[src/rtl/audio_pkg.sv]
// Shared constants and types for the audio interface blocks.
package audio_pkg;

    localparam int SYNC_STAGES = 2;

    localparam logic [1:0] ST_SYNC  = 2'd0;
    localparam logic [1:0] ST_LEFT  = 2'd1;
    localparam logic [1:0] ST_RIGHT = 2'd2;

    // Widest pair the codec path supports; blocks narrow it per instance.
    typedef struct packed {
        logic [31:0] left;
        logic [31:0] right;
    } audio_pair_t;

endpackage

[src/rtl/audio_pair_fifo.sv]
// Synchronous sample-pair FIFO with registered ready and level.
module audio_pair_fifo
    import audio_pkg::*;
#(
    parameter type T     = audio_pair_t,
    parameter int  DEPTH = 4,
    parameter int  LW    = $clog2(DEPTH + 1)
) (
    input  logic          clk,
    input  logic          rst,
    input  logic          push,
    input  T              push_data,
    input  logic          pop,
    output T              pop_data,
    output logic          empty,
    output logic          ready,
    output logic [LW-1:0] level
);

    localparam int AW = $clog2(DEPTH);

    T              mem [DEPTH];
    logic [AW-1:0] wr_ptr;
    logic [AW-1:0] rd_ptr;
    logic [LW-1:0] level_nxt;

    assign empty    = (level == '0);
    assign pop_data = mem[rd_ptr];

    always_comb begin
        level_nxt = level;
        if (push && !pop) begin
            level_nxt = level + 1'b1;
        end else if (pop && !push) begin
            level_nxt = level - 1'b1;
        end
    end

    always_ff @(posedge clk) begin
        if (rst) begin
            wr_ptr <= '0;
            rd_ptr <= '0;
            level  <= '0;
            ready  <= 1'b0;
        end else begin
            if (push) wr_ptr <= wr_ptr + 1'b1;
            if (pop)  rd_ptr <= rd_ptr + 1'b1;
            level <= level_nxt;
            ready <= (level_nxt != LW'(DEPTH));
        end
    end

    always_ff @(posedge clk) begin
        if (push) mem[wr_ptr] <= push_data;
    end

endmodule

[src/rtl/audio_dac_tx.sv]
// I2S DAC transmit engine with sample-pair FIFO and sticky underrun.
// Define AUDIO_DAC_HOLD_EN to replay the last pair on underrun.
module audio_dac_tx
    import audio_pkg::*;
#(
    parameter int DATA_WIDTH = 16,
    parameter int FIFO_DEPTH = 4
) (
    input  logic                            clk_clk,
    input  logic                            reset_reset,
    input  logic                            audio_interface_BCLK,
    input  logic                            audio_interface_DACLRCK,
    output logic                            audio_interface_DACDAT,
    input  logic [DATA_WIDTH-1:0]           sample_left,
    input  logic [DATA_WIDTH-1:0]           sample_right,
    input  logic                            sample_valid,
    output logic                            sample_ready,
    output logic [$clog2(FIFO_DEPTH+1)-1:0] fifo_level,
    output logic                            underrun,
    input  logic                            underrun_clear
);

    localparam int LW = $clog2(FIFO_DEPTH + 1);
    localparam int CW = $clog2(DATA_WIDTH + 1);

    typedef struct packed {
        logic [DATA_WIDTH-1:0] left;
        logic [DATA_WIDTH-1:0] right;
    } pair_t;

    logic [SYNC_STAGES-1:0] bclk_sync;
    logic [SYNC_STAGES-1:0] lrck_sync;
    logic                   bclk_hist;
    logic                   lrck_hist;
    logic                   bclk_fall;
    logic                   lrck_fall;
    logic                   lrck_rise;

    // Edge pulses are registered so DACDAT lands 4 clocks after the pin edge.
    always_ff @(posedge clk_clk) begin
        if (reset_reset) begin
            bclk_sync <= '0;
            lrck_sync <= '0;
            bclk_hist <= 1'b0;
            lrck_hist <= 1'b0;
            bclk_fall <= 1'b0;
            lrck_fall <= 1'b0;
            lrck_rise <= 1'b0;
        end else begin
            bclk_sync <= {bclk_sync[SYNC_STAGES-2:0], audio_interface_BCLK};
            lrck_sync <= {lrck_sync[SYNC_STAGES-2:0], audio_interface_DACLRCK};
            bclk_hist <= bclk_sync[SYNC_STAGES-1];
            lrck_hist <= lrck_sync[SYNC_STAGES-1];
            bclk_fall <= bclk_hist & ~bclk_sync[SYNC_STAGES-1];
            lrck_fall <= lrck_hist & ~lrck_sync[SYNC_STAGES-1];
            lrck_rise <= ~lrck_hist & lrck_sync[SYNC_STAGES-1];
        end
    end

    logic                  fifo_empty;
    logic                  fifo_push;
    logic                  fifo_pop;
    logic                  frame_start;
    pair_t                 fifo_in;
    pair_t                 fifo_out;
    logic [1:0]            state;
    logic [CW-1:0]         bit_cnt;
    logic [DATA_WIDTH-1:0] shift;
    logic [DATA_WIDTH-1:0] r_hold;
    logic [DATA_WIDTH-1:0] next_l;
    logic [DATA_WIDTH-1:0] next_r;

    assign fifo_in     = '{left: sample_left, right: sample_right};
    assign fifo_push   = sample_valid && sample_ready;
    assign frame_start = lrck_fall && (state != ST_LEFT);
    assign fifo_pop    = frame_start && !fifo_empty;

    audio_pair_fifo #(
        .T     (pair_t),
        .DEPTH (FIFO_DEPTH),
        .LW    (LW)
    ) u_fifo (
        .clk       (clk_clk),
        .rst       (reset_reset),
        .push      (fifo_push),
        .push_data (fifo_in),
        .pop       (fifo_pop),
        .pop_data  (fifo_out),
        .empty     (fifo_empty),
        .ready     (sample_ready),
        .level     (fifo_level)
    );

`ifdef AUDIO_DAC_HOLD_EN
    logic [DATA_WIDTH-1:0] l_shadow;

    assign next_l = fifo_empty ? l_shadow : fifo_out.left;
    assign next_r = fifo_empty ? r_hold : fifo_out.right;

    always_ff @(posedge clk_clk) begin
        if (reset_reset) begin
            l_shadow <= '0;
        end else if (frame_start) begin
            l_shadow <= next_l;
        end
    end
`else
    assign next_l = fifo_empty ? '0 : fifo_out.left;
    assign next_r = fifo_empty ? '0 : fifo_out.right;
`endif

    always_ff @(posedge clk_clk) begin
        if (reset_reset) begin
            state                  <= ST_SYNC;
            bit_cnt                <= '0;
            shift                  <= '0;
            r_hold                 <= '0;
            audio_interface_DACDAT <= 1'b0;
            underrun               <= 1'b0;
        end else begin
            if (frame_start && fifo_empty) begin
                underrun <= 1'b1;
            end else if (underrun_clear) begin
                underrun <= 1'b0;
            end
            // The BCLK fall that coincides with an LRCK edge is the I2S delay slot.
            if (frame_start) begin
                state   <= ST_LEFT;
                bit_cnt <= '0;
                shift   <= next_l;
                r_hold  <= next_r;
            end else if (lrck_rise && state == ST_LEFT) begin
                state   <= ST_RIGHT;
                bit_cnt <= '0;
                shift   <= r_hold;
            end else if (bclk_fall && state != ST_SYNC) begin
                if (bit_cnt != CW'(DATA_WIDTH)) begin
                    audio_interface_DACDAT <= shift[DATA_WIDTH-1];
                    shift                  <= {shift[DATA_WIDTH-2:0], 1'b0};
                    bit_cnt                <= bit_cnt + 1'b1;
                end else begin
                    audio_interface_DACDAT <= 1'b0;
                end
            end
        end
    end

endmodule

[config.mk]
export PLATFORM = sky130hd
export DESIGN_NAME = audio_dac_tx
export DESIGN_NICKNAME = d
export VERILOG_FILES = /design/src/rtl/audio_pkg.sv /design/src/rtl/audio_pair_fifo.sv /design/src/rtl/audio_dac_tx.sv
export SDC_FILE = /design/constraint.sdc
export NUM_CORES = 1
export LEC_CHECK = 0
export CORE_UTILIZATION = 54
export CTS_CLUSTER_DIAMETER = 40
export DETAILED_ROUTE_END_ITERATION = 16
export GPL_ROUTABILITY_DRIVEN = 0
export PLACE_DENSITY = 0.84
export SETUP_SLACK_MARGIN = 0.4
export SYNTH_ARGS = -nofsm -noshare
export SYNTH_HDL_FRONTEND = slang
export SYNTH_SLANG_ARGS = --single-unit
[constraint.sdc]
create_clock -name clk_clk -period 3.6 [get_ports clk_clk]
set_input_delay 0.72 -clock clk_clk [delete_from_list [all_inputs] [get_ports clk_clk]]
set_output_delay 0.72 -clock clk_clk [all_outputs]
set_load 0.005 [all_outputs]
* Word-level counts from Yosys, hierarchy flattened
Memory sizes are Yosys's and may differ from the RTL's. A register that Yosys moved wholly into a read port is not among the register bits. Cells that the tools add are included.
Word-level totals: logic and storage cells 75, memory bits (writable) 128, memories 1, flip-flop bits (word level) 58, output and inout bits 6, input port bits 38
Operators by class: reduce and logical (&&, ||, !) cells 22, eq/ne operators 4, add/subtract/negate cells 5, bitwise gates (word level) 8, multiplexer cells 17
Memory list:
- u_fifo.mem | depth 4, bits a word 32, rd ports 1, clocked after Yosys merged registers in 1, wr ports 1, line audio_pair_fifo.sv:22 | T mem [DEPTH];
Operators with widths (number):
- $mux 16 | 6
- $logic_and 1x1->1 | 8
- $mux 1 | 7
- $mux 3 | 2
- $reduce_bool 2->1 | 3
- $reduce_bool 3->1 | 2
- $add 5x1->5 const B | 1
- $ne 5x5->1 const B | 1
- $not 1->1 | 5
- $add 2x1->2 const B | 2
- $mux 2 | 2
- $reduce_and 2->1 | 2
- $add 3x1->3 const B | 1
- $and 1x1->1 | 3
- $logic_not 1->1 | 3
- $logic_not 3->1 | 1
- $ne 3x3->1 const B | 1
- $reduce_and 3->1 | 1
- $reduce_or 3->1 | 1
- $sub 3x1->3 const B | 1
- $eq 2x1->1 const B | 1
- $ne 2x1->1 const B | 1
- $reduce_or 2->1 | 1

* Logic depth before layout (Yosys ltp)
depth in word-level cells 7, gate-level depth with buffers 9, depth with buffers taken out 7

* By module
Synthesis repeated with hierarchy kept, for this count alone.
Second synthesis, totals: cells, all modules 452, area total of the unflattened synthesis 7495.9 um2
Modules (own cells, without submodules):
- audio_pair_fifo | instances 1, cells each 225, area an instance 5191.2 um2, sequential area each 4043.9 um2
- audio_dac_tx | instances 1, cells each 227, area an instance 2304.7 um2, sequential area each 1001.0 um2

* Worst setup path after synthesis
Ideal clock, no wire load.
kind in2reg, from in sample_valid, to mem u_fifo.mem[1][0] (netlist bit), enable pin, library setup time 0.392 ns, data required time 3.208 ns, buffers on the path 0, arrival 1.558 ns, setup slack 1.650 ns, cell stages on the path 1, path through and3_1
Between the ends: word-level cells in the longest chain between the ends 3
RTL lines:
- from (decl) | line audio_dac_tx.sv:16 | input logic sample_valid,
- $logic_and 1x1->1 | line audio_dac_tx.sv:74 | assign fifo_push = sample_valid && sample_ready;
- $mux 1 | line audio_pair_fifo.sv:54 | if (push) mem[wr_ptr] <= push_data;
- $mux 1 (not written as such) | line audio_pair_fifo.sv:54
- to (decl) | line audio_pair_fifo.sv:22
Every way passes these cells.

* Worst setup path in the final report
from reg u_fifo.ready, to out sample_ready
RTL lines:
- from (decl) | line audio_pair_fifo.sv:16 | output logic ready,
- from (signal assigned) | line audio_pair_fifo.sv:49 | ready <= (level_nxt != LW'(DEPTH));
- to (decl) | line audio_dac_tx.sv:17 | output logic sample_ready,
No word-level cell between the ends.

==> summary.md <==
| Metric | Value |
|---|---|
| Initial core utilization | 0.551 |
| Count of instances resized after the clock tree is built | 0 |
| Worst slew margin relative to its limit | 0.354 |
| Drt via density | 5.72 |
| Worst path cell trace | clkdlybuf4s50_1 |
| Power density over cell area | about 550 nW/um^2 |
| Clock latency at the later pin of the worst-skew pair | 0.43 ns |
| Max Cap Violations | 0 |
| Post-DP HPWL | slightly below 8000 microns |
| Placement Cell Area | about 7800 sq um |
| Number of hold-repair buffers added at the cts stage | 0 |
| Start-to-end type of the worst setup path | flip-flop to output port |
| Number of cells produced by synthesis | ~460 |
| Floorplan die height | around 120 microns |
| Clk buf depth | 2 |
| DRC violation count after routing | 0 |
| Buffers on Ports | 43 |
| Iteration count of the initial detailed-routing pass | 7 |
| Number of placed I/O pins | 44 |
| Clk root buf | sky130_fd_sc_hd__clkbuf_16 |
| Global-route wire length before repair | approximately 22000 microns |
| Largest area contributor in the netlist | sky130_fd_sc_hd__edfxtp_1 |
| Largest stage delay on the critical path | 0.54 ns |
| Leakage component of the power | approximately 2.7 nW |
| Final slew viol count | 0 |
| Max Fclk | about 470 MHz |
| Flop and latch count out of synthesis | 188 |
| Critical hold path startpoint | bclk_sync[1] |
| Layout Nets | ~550 |
| Total setup buffers inserted after CTS | 0 |
| Drt wl/cell | 18.9 microns |
| Period utilization | 0.587 |
| Total via count in the routed design | around 4.0k |
| Clk slew on worst S/H paths | 0.06 ns |
| R2r worst-path depth | 8 |
| Area growth, synth to finish | 17.0% |
| Vias in the first global route | approximately 4.2k |
| 1st-iter DRT viols | about 350 |
| Biggest area contributors in the synthesized netlist | sky130_fd_sc_hd__edfxtp_1 53%, sky130_fd_sc_hd__dfxtp_1 17%, sky130_fd_sc_hd__mux4_2 9.9% |
| Final Setup Violations | 0 |
| Post-synthesis cell type count | 45 |
| Worst flop-to-flop path endpoint | u_fifo.ready |
| Number of buffer and inverter instances along the worst setup path | 1 |
| Combined area of all synthesized cells | 7270 sq um |
| Final Hold Vio Count | 0 |
| CP Depth | 1 |
| Critical path fanouts, max | 7 |
| Antenna violations before repair | 0 |
| Critical register-to-register path startpoint | u_fifo.level[0] |
| Total clock sinks | between 150 and 200 |
| Aggregate global routing overflow | 0 |
| Worst supply voltage drop on vdd | about 420 uV |
| Floorplan die area | 13900 sq um |
| Reg2reg setup slack | around 1.5 ns |
| Proportion of register bits with asynchronous set or reset after synthesis | 0 |
| Placement row count | 42 |
| Data required time at the worst endpoint | about 2.9 ns |
| Final wirelength | between 10000 and 15000 microns |
| Total of warnings raised by yosys | 0 |
| TritonCTS clock tree | yes |
| Nature of the critical path endpoint | output port |
| Post-synthesis area per instance | approximately 16 sq um |
| Slowest stage cell, crit path | sky130_fd_sc_hd__clkdlybuf4s50_1 |
| Number of levels the H-tree was split into | 4 |
| Setup clock skew after layout | slightly above 0.01 ns |
| TritonCTS buffer count | 17 |
| RSZ-0062 raised after global routing | false |
| Critical Path Source Type | flip-flop |
| Net count after synthesis | 510 |
| Layout filler cell count | 910 |
| CP top delay family | buffers and inverters |
| Diodes inserted | 0 |
| Destination of the worst hold path | bclk_fall |
| Arrival time reported for the critical path endpoint | between 1 and 1.5 ns |
| Core Box Area | around 13000 sq um |
| Final design area excluding fillers | 8510 sq um |
| Run status | completed |
| Tightest Pin Transition | slightly below 1 ns |
| Share of the synthesized area in the top cell type | 0.529 |
| Total negative setup slack | 0 ns |
| Share of layout cells above drive strength 1 | 0.175 |
| Number of flops mapped to enable cells by yosys | ~130 |
| Largest net degree at the start of global routing | 42 |
| Die W | between 100 and 150 microns |
| Proportion of synthesized chip area in sequential cells | 0.694 |
| Class of the worst hold path | flip-flop to flip-flop |
| Final ANT Viol Nets | 0 |
| Prevailing post-synth register cell | sky130_fd_sc_hd__edfxtp_1 |
| Clock period minus worst slack | around 2.1 ns |
| GRT Total Usage | 0.211 |
| WHS Path Cells | 1 |
==> kinds of logic (layout without fill, tap and decap cells) <==
kind of cell / after synthesis / in the layout / share of synthesized area
muxes: 36 / 36 / 0.105
and+or+nand+nor: 112 / 112 / 0.0748
adders and majority gates: 10 / 10 / 0.0169
xor gates and xnor gates: 9 / 9 / 0.0108
DFF: 188 / 188 / 0.694
AOI/OAI and AO/OA: 71 / 71 / 0.0728
buffers and inverters: 37 / 93 / 0.0262
==> state kept, by name, indices dropped and copies added (netlist names), 2 cells and up, named ones only <==
name	flops
lrck_sync	2
r_hold	16
u_fifo.wr_ptr	2
bclk_sync	2
state	2
u_fifo.mem	128
shift	16
u_fifo.level	3
bit_cnt	5
u_fifo.rd_ptr	2
==> power breakdown <==
group	total (mW)	switching (mW)	leakage, nW	internal, mW
logic	0.178	0.0919	0.766	0.0864
clock network	2.09	0.784	0.324	1.31
registers	2.37	0.0166	1.65	2.35
==> cells in the mapped netlist (2+ instances only) <==
library cell,instances
sky130_fd_sc_hd__edfxtp_1,128
sky130_fd_sc_hd__dfxtp_1,60
sky130_fd_sc_hd__nor2_1,42
sky130_fd_sc_hd__mux4_2,32
sky130_fd_sc_hd__nand2_1,32
sky130_fd_sc_hd__a21oi_1,25
sky130_fd_sc_hd__a22oi_1,21
sky130_fd_sc_hd__a211oi_2,12
sky130_fd_sc_hd__nor2b_1,11
sky130_fd_sc_hd__clkbuf_1,9
sky130_fd_sc_hd__ha_1,9
sky130_fd_sc_hd__buf_2,8
sky130_fd_sc_hd__inv_1,8
sky130_fd_sc_hd__buf_4,6
sky130_fd_sc_hd__nor3_1,5
sky130_fd_sc_hd__xnor2_1,5
sky130_fd_sc_hd__and3_1,4
sky130_fd_sc_hd__buf_1,4
sky130_fd_sc_hd__nor4_1,4
sky130_fd_sc_hd__o211ai_1,4
sky130_fd_sc_hd__xor2_1,4
sky130_fd_sc_hd__a211oi_1,3
sky130_fd_sc_hd__mux2i_1,3
sky130_fd_sc_hd__nand4_1,2
sky130_fd_sc_hd__nor3b_1,2
==> worst max-delay path by stage <==
stage,slack [ns],end,start
after detailed placement,1.29,u_fifo.ready,sample_valid
after floorplan,1.65,u_fifo.mem[1][0],sample_valid
after global routing,1.36,u_fifo.ready,u_fifo.level[0]
final,1.49,sample_ready,u_fifo.ready
after CTS,1.46,sample_ready,u_fifo.ready
after global placement,1.37,u_fifo.mem[3][13],sample_valid
==> stage by stage <==
stage                     worst slack (ns)   util  hold slack, ns  total power [mW]  instances
final                                 1.49  0.645           0.417              4.64        695
after detailed placement              1.29  0.594           0.413              2.60        663
after global routing                  1.36  0.645           0.443              4.78        695
after floorplan                       1.65      -           0.383              2.50        463
after global placement                1.37  0.594           0.394              2.58        663
after CTS                             1.46  0.645           0.420              4.68        695
==> placed cells by master (no fill, tap or decap), drive strengths merged, types with 5 or more instances in the layout <==
cell,synthesis,routed
nor3,6,6
nand2,32,32
inv,8,12
bufinv,0,6
a22oi,21,21
nor2b,11,11
a21oi,25,25
nor2,43,43
mux4,32,32
xnor2,5,5
a211oi,15,15
clkbuf,9,19
dfxtp,60,60
clkdlybuf4s50,0,42
buf,20,11
ha,9,9
edfxtp,128,128
==> layout make-up <==
cell class	instances	area, sq um	share of cell area
clock buffer	19	433	0.0509
sequential	188	5050	0.593
inverter	8	30.0	0.00353
tap	176	220	0.0259
timing repair buffer	53	500	0.0588
multi-input combinational	238	2040	0.240
clock inverter	13	233	0.0274
==> per-layer routing <==
metal / part of all wire / track usage / wire length (microns)
met1: 0.39 / 0.251 / 5150
met4: 0.019 / 0.0929 / 244
met5: 0 / 0 / 0
met3: 0.047 / 0.0547 / 615
met2: 0.54 / 0.361 / 7150
(Power assumes the default switching activity.)
